--- src/rtl/input_conditioner.sv ---
// Button front end: synchronises and debounces right/left/fire, emits per-frame
// move strobes and a single cooldown-gated shot request for the game core.
module input_conditioner #(
  parameter int DEBOUNCE_CYCLES      = 1250000,
  parameter int FIRE_COOLDOWN_CYCLES = 12500000,
  parameter int CNT_W                = 24
) (
  input  logic clk125,
  input  logic rst,
  input  logic right,
  input  logic left,
  input  logic fire,
  input  logic frame_tick,
  input  logic bullet_busy,
  output logic btn_right_db,
  output logic btn_left_db,
  output logic move_right_step,
  output logic move_left_step,
  output logic fire_pulse,
  output logic fire_ready
);

  localparam int BTN_R = 0;
  localparam int BTN_L = 1;
  localparam int BTN_F = 2;
  localparam logic [CNT_W-1:0] DB_LAST = CNT_W'(DEBOUNCE_CYCLES - 1);
  localparam logic [CNT_W-1:0] CD_LAST = CNT_W'(FIRE_COOLDOWN_CYCLES - 1);

  typedef enum logic [1:0] {
    IDLE         = 2'd0,
    COOLDOWN     = 2'd1,
    WAIT_RELEASE = 2'd2
  } fire_state_e;

  logic [2:0]       sync1_q, sync2_q;
  logic [2:0]       db_q, db_d;
  logic [CNT_W-1:0] db_cnt_q [3];
  logic [CNT_W-1:0] db_cnt_d [3];
  logic             fire_prev_q;
  fire_state_e      state_q, state_d;
  logic [CNT_W-1:0] cd_cnt_q, cd_cnt_d;
  logic             move_r_q, move_r_d;
  logic             move_l_q, move_l_d;
  logic             fire_pulse_q, fire_pulse_d;
  logic             fire_ready_q, fire_ready_d;
  logic             fire_rise_s;

  // Debounce: a new synchronised level is accepted only after it has held for
  // DEBOUNCE_CYCLES consecutive cycles; any bounce back restarts the count.
  always_comb begin
    db_d = db_q;
    for (int i = 0; i < 3; i++) begin
      db_cnt_d[i] = '0;
      if (sync2_q[i] == db_q[i]) begin
        db_cnt_d[i] = '0;
      end else if (db_cnt_q[i] == DB_LAST) begin
        db_d[i] = sync2_q[i];
      end else begin
        db_cnt_d[i] = db_cnt_q[i] + CNT_W'(1);
      end
    end
  end

  assign fire_rise_s = db_q[BTN_F] & ~fire_prev_q;

  // Fire FSM next state; ready looks at the next state so it drops with the pulse.
  always_comb begin
    state_d      = state_q;
    cd_cnt_d     = cd_cnt_q;
    fire_pulse_d = 1'b0;
    case (state_q)
      IDLE: begin
        if (fire_rise_s && !bullet_busy) begin
          fire_pulse_d = 1'b1;
          state_d      = COOLDOWN;
          cd_cnt_d     = '0;
        end else if (fire_rise_s) begin
          state_d = WAIT_RELEASE;
        end else begin
          state_d = IDLE;
        end
      end
      COOLDOWN: begin
        if (cd_cnt_q == CD_LAST) begin
          state_d = db_q[BTN_F] ? WAIT_RELEASE : IDLE;
        end else begin
          cd_cnt_d = cd_cnt_q + CNT_W'(1);
        end
      end
      WAIT_RELEASE: begin
        if (!db_q[BTN_F]) begin
          state_d = IDLE;
        end else begin
          state_d = WAIT_RELEASE;
        end
      end
      default: begin
        state_d = IDLE;
      end
    endcase
    fire_ready_d = (state_d == IDLE) & ~bullet_busy;
    move_r_d     = frame_tick & db_q[BTN_R] & ~db_q[BTN_L];
    move_l_d     = frame_tick & db_q[BTN_L] & ~db_q[BTN_R];
  end

  // State and output registers.
  always_ff @(posedge clk125 or posedge rst) begin
    if (rst) begin
      sync1_q      <= 3'b000;
      sync2_q      <= 3'b000;
      db_q         <= 3'b000;
      for (int i = 0; i < 3; i++) begin
        db_cnt_q[i] <= '0;
      end
      fire_prev_q  <= 1'b0;
      state_q      <= IDLE;
      cd_cnt_q     <= '0;
      move_r_q     <= 1'b0;
      move_l_q     <= 1'b0;
      fire_pulse_q <= 1'b0;
      fire_ready_q <= 1'b1;
    end else begin
      sync1_q      <= {fire, left, right};
      sync2_q      <= sync1_q;
      db_q         <= db_d;
      for (int i = 0; i < 3; i++) begin
        db_cnt_q[i] <= db_cnt_d[i];
      end
      fire_prev_q  <= db_q[BTN_F];
      state_q      <= state_d;
      cd_cnt_q     <= cd_cnt_d;
      move_r_q     <= move_r_d;
      move_l_q     <= move_l_d;
      fire_pulse_q <= fire_pulse_d;
      fire_ready_q <= fire_ready_d;
    end
  end

  assign btn_right_db    = db_q[BTN_R];
  assign btn_left_db     = db_q[BTN_L];
  assign move_right_step = move_r_q;
  assign move_left_step  = move_l_q;
  assign fire_pulse      = fire_pulse_q;
  assign fire_ready      = fire_ready_q;

endmodule

--- config.mk ---
export PLATFORM = sky130hd
export DESIGN_NAME = input_conditioner
export DESIGN_NICKNAME = d
export VERILOG_FILES = /design/src/rtl/input_conditioner.sv
export SDC_FILE = /design/constraint.sdc
export NUM_CORES = 1
export LEC_CHECK = 0
export BUFFER_PORTS_ARGS = -buffer_cell sky130_fd_sc_hd__buf_2
export CAP_MARGIN = 20
export CORE_UTILIZATION = 35
export CTS_BUF_LIST = sky130_fd_sc_hd__clkbuf_16
export DETAILED_ROUTE_END_ITERATION = 16
export GPL_ROUTABILITY_DRIVEN = 1
export PLACE_DENSITY_LB_ADDON = 0.2
export SLEW_MARGIN = 20
export SYNTH_ARGS = -nofsm -noshare
export SYNTH_HDL_FRONTEND = slang
export SYNTH_SLANG_ARGS = --single-unit
--- constraint.sdc ---
create_clock -name clk125 -period 5.1 [get_ports clk125]
set_input_delay 1.275 -clock clk125 [delete_from_list [all_inputs] [get_ports clk125]]
set_output_delay 1.275 -clock clk125 [all_outputs]
set_load 0.1 [all_outputs]
==> impl_results.md <==
- Synth Warn #: 0
- Worst setup path start: fire_ready$_DFF_PP1_
- Detailed Route WL: 10100 µm
- Grt met3 use: 4.41%
- Die width: 125 µm
- Routed wire length per instance: 13.8 µm
- Worst-path fanout max: 1
- WP depth: 1
- Critical path arrival: 1280 ps
- Hpwl dp: 6910 µm
- Io pins: 13
- Final core occ: 39.6%
- Routed vias/inst: 5.05
- CP endpoint kind: output port
- Vert. Die Dim: 125 µm
- Worst EP required: 3830 ps
- Reg2reg end: db_cnt_q[5]$_DFF_PP0_
- DP Cell Count: 717
- CP max stage delay: 510 ps
- DR vias: 3702
- Nets: 555
- Share of the synthesized area in the top cell type: 52.2%
- CP top delay family: flip-flops
- I/O Buffers: 12
- Vias in the first global route: 3704
- Max-slew violations: 0
- Ys flop type: dfrtp_1
- Synth top area cells: dfrtp_1 52%, xor2_1 7.6%, nor2_1 7.4%
- Syn nets: 543
- Min Tclk post-route: 2550 ps
- DRC viols: 1
- VDD IR max: 0.165 mV
- CTS Buffer Depth: 2
- DRT iter0 DRCs: 121
- Synth area leader: dfrtp_1
- # H-tree levels: 3
- Final Hold Viols: 0
- Area added between synthesis and finish: 9.40%
- Initial Utilization: 36.2%
- Yosys reg bits: 112
- Worst rel slew slack: 44.8%
- Postcts setup bufs: 0
- Post-Layout Cell Count: 733
- Met1 Use GR: 17.6%
- Cell row count: 44
- Num CTS Buffers: 9
- Largest net degree at the start of global routing: 52
- Sequential share of the synthesized area: 52.7%
- Layout cells sized above 1: 8.74%
- Post-synthesis cell area: 5330 µm²
- Result of the run: complete, but fails checks
- CP Launch Type: flip-flop
- CTS tree: yes
- Avg Inst Size Synth: 10.0 µm²
- Die area: 15700 µm²
- Core Region: 14700 µm²
- Resized cells post-CTS: 0
- Setup CP Type: flip-flop to output port
- Worst-path clk slew: 80 ps
- Lkg Pwr: 2.45 nW
- Total power density per cell area: 277 nW/µm²
- Depth of the most critical reg-to-reg path: 6
- CTS hold repair buffers: 0
- Max_cap viols: 0
- Initial antenna violation count: 0
- Reg2Reg Launch Point: db_cnt_q[0]$_DFF_PP0_
- Dpl ws: 2390 ps
- First-pass GRT wire length: 17400 µm
- Critical path's slowest cell: dfstp_2
- Routability cong.: 0.770
- Clk sinks: 112
- Worst-Margin Slew: 822 ps
- Setup crit end: fire_ready
- Final worst slack: 2550 ps
- Global route hottest layer: met2
- Netlist cell types: 45
- Hold crit path type: flip-flop to flip-flop
- Clock Tree Root: clkbuf_16
- Pre-Repair DR Iteration Count: 10
- Worst-Skew Late Latency: 350 ps
- RSZ-0062 raised after global routing: no
- Peak Freq: 0.391 GHz
- Grt total ovfl: 0
- CP bufs+invs: 1
- Fin crit share: 50.1%
- Worst-path cell chain: buf_2
- Total power: 1.61 mW
- GR Layer Usage met2: 22.8%
- N_diodes: 0
- Tot GR Track Use: 13.9%
- Post-synth EDFFs: 0
- Clock Skew: 6.29 ps
- TNS Setup: 0 ps
- Failing checks: design-rule violations
- Flop2flop setup slack: 2730 ps
- Routed Antenna Nets: 0
- Post-synth ARST share: 100%
- Syn Inst Count: 532
- Setup violators final: 0
## area by class of cell
| cell class | count | area [µm²] |
|---|---|---|
| fill | 1425 | 8870 |
| timing repair buffer | 14 | 75.1 |
| clock buffer | 9 | 225 |
| sequential | 112 | 2800 |
| tap | 184 | 230 |
| clock inverter | 7 | 55.1 |
| inverter | 16 | 62.6 |
| multi-input combinational | 391 | 2370 |
## state kept, by name (all words and copies together), names as in the netlist
signal	count
db_cnt_q	72
cd_cnt_q	24
move_right_step	1
state_q	2
db_q	3
fire_pulse	1
sync2_q	3
sync1_q	3
fire_ready	1
move_left_step	1
fire_prev_q	1
## worst min path at each step
stage	slack [ps]	cells after the start	start	to
2_1_floorplan	330	0	sync1_q[0]$_DFF_PP0_	sync2_q[0]$_DFF_PP0_
3_3_place_gp	340	0	sync1_q[0]$_DFF_PP0_	sync2_q[0]$_DFF_PP0_
3_5_place_dp	340	0	sync1_q[0]$_DFF_PP0_	sync2_q[0]$_DFF_PP0_
4_1_cts	360	0	sync1_q[1]$_DFF_PP0_	sync2_q[1]$_DFF_PP0_
5_1_grt	370	0	sync1_q[0]$_DFF_PP0_	sync2_q[0]$_DFF_PP0_
6_report	360	0	sync1_q[1]$_DFF_PP0_	sync2_q[1]$_DFF_PP0_
## synth_stat cells (2+ instances only)
cell type	count
or4_1	5
nand2_1	38
buf_2	4
nand4b_1	2
nand2b_1	3
dfrtp_1	111
nor4_2	6
buf_6	4
or3_1	4
nor2_1	105
clkbuf_1	3
nand4bb_1	2
nand3_1	40
and4_1	6
and3_1	7
nor4_1	8
xnor2_1	32
or2_2	3
mux2_2	2
ha_1	4
a21oi_1	4
nor3_1	6
o21ai_0	11
o31ai_1	6
inv_1	16
o211ai_1	3
nand4_1	28
nor4b_1	5
xor2_1	46
and2_1	3
## through the flow
stage | instance area (µm²) | hold WS (ps)
final | 5830 | 360
after global placement | 5550 | 338
after CTS | 5830 | 363
after floorplan | 5330 | 331
after detailed placement | 5550 | 338
after global routing | 5830 | 374
## cell families after synthesis
logic type	count (synthesis)	synth area share, %
muxes	3	0.705
DFF	112	52.7
AOI/OAI and AO/OA	27	3.10
adders and majority gates	4	0.940
and+or+nand+nor	279	27.0
buffers and inverters	29	2.77
xor gates and xnor gates	78	12.8
## power breakdown
part           leakage [nW]  switching, mW  internal (mW)
sequential             1.53        0.00712          0.896
clock                 0.132          0.332          0.337
combinational         0.789         0.0323         0.0100
total                  2.45          0.371           1.24
## per-layer routing
layer,wire length [µm],up-vias
met5,0,-
li1,-,1843
met1,5010,1811
met4,55,0
met2,4740,44
met3,342,4
## cell usage in the layout (no fill, tap or decap), drive strengths merged
cell type	instances
dfrtp	111
nor2	105
xor2	46
nand3	41
nand2	38
xnor2	32
nand4	28
inv	20
buf	14
nor4	14
o21ai	11
clkbuf	9
and3	7
nor3	7
o31ai	6
and4	6
or4	6
nor4b	5
a21oi	4
or3	4
ha	4
nand2b	4
or2	4
o211ai	3
and2	3
clkinvlp	3
mux2	3
nand4bb	2
nand4b	2
a31o	1
or4b	1
o22ai	1
nor2b	1
o21a	1
and3b	1
dfstp	1
Note: power is estimated with default switching activity, not from simulation.
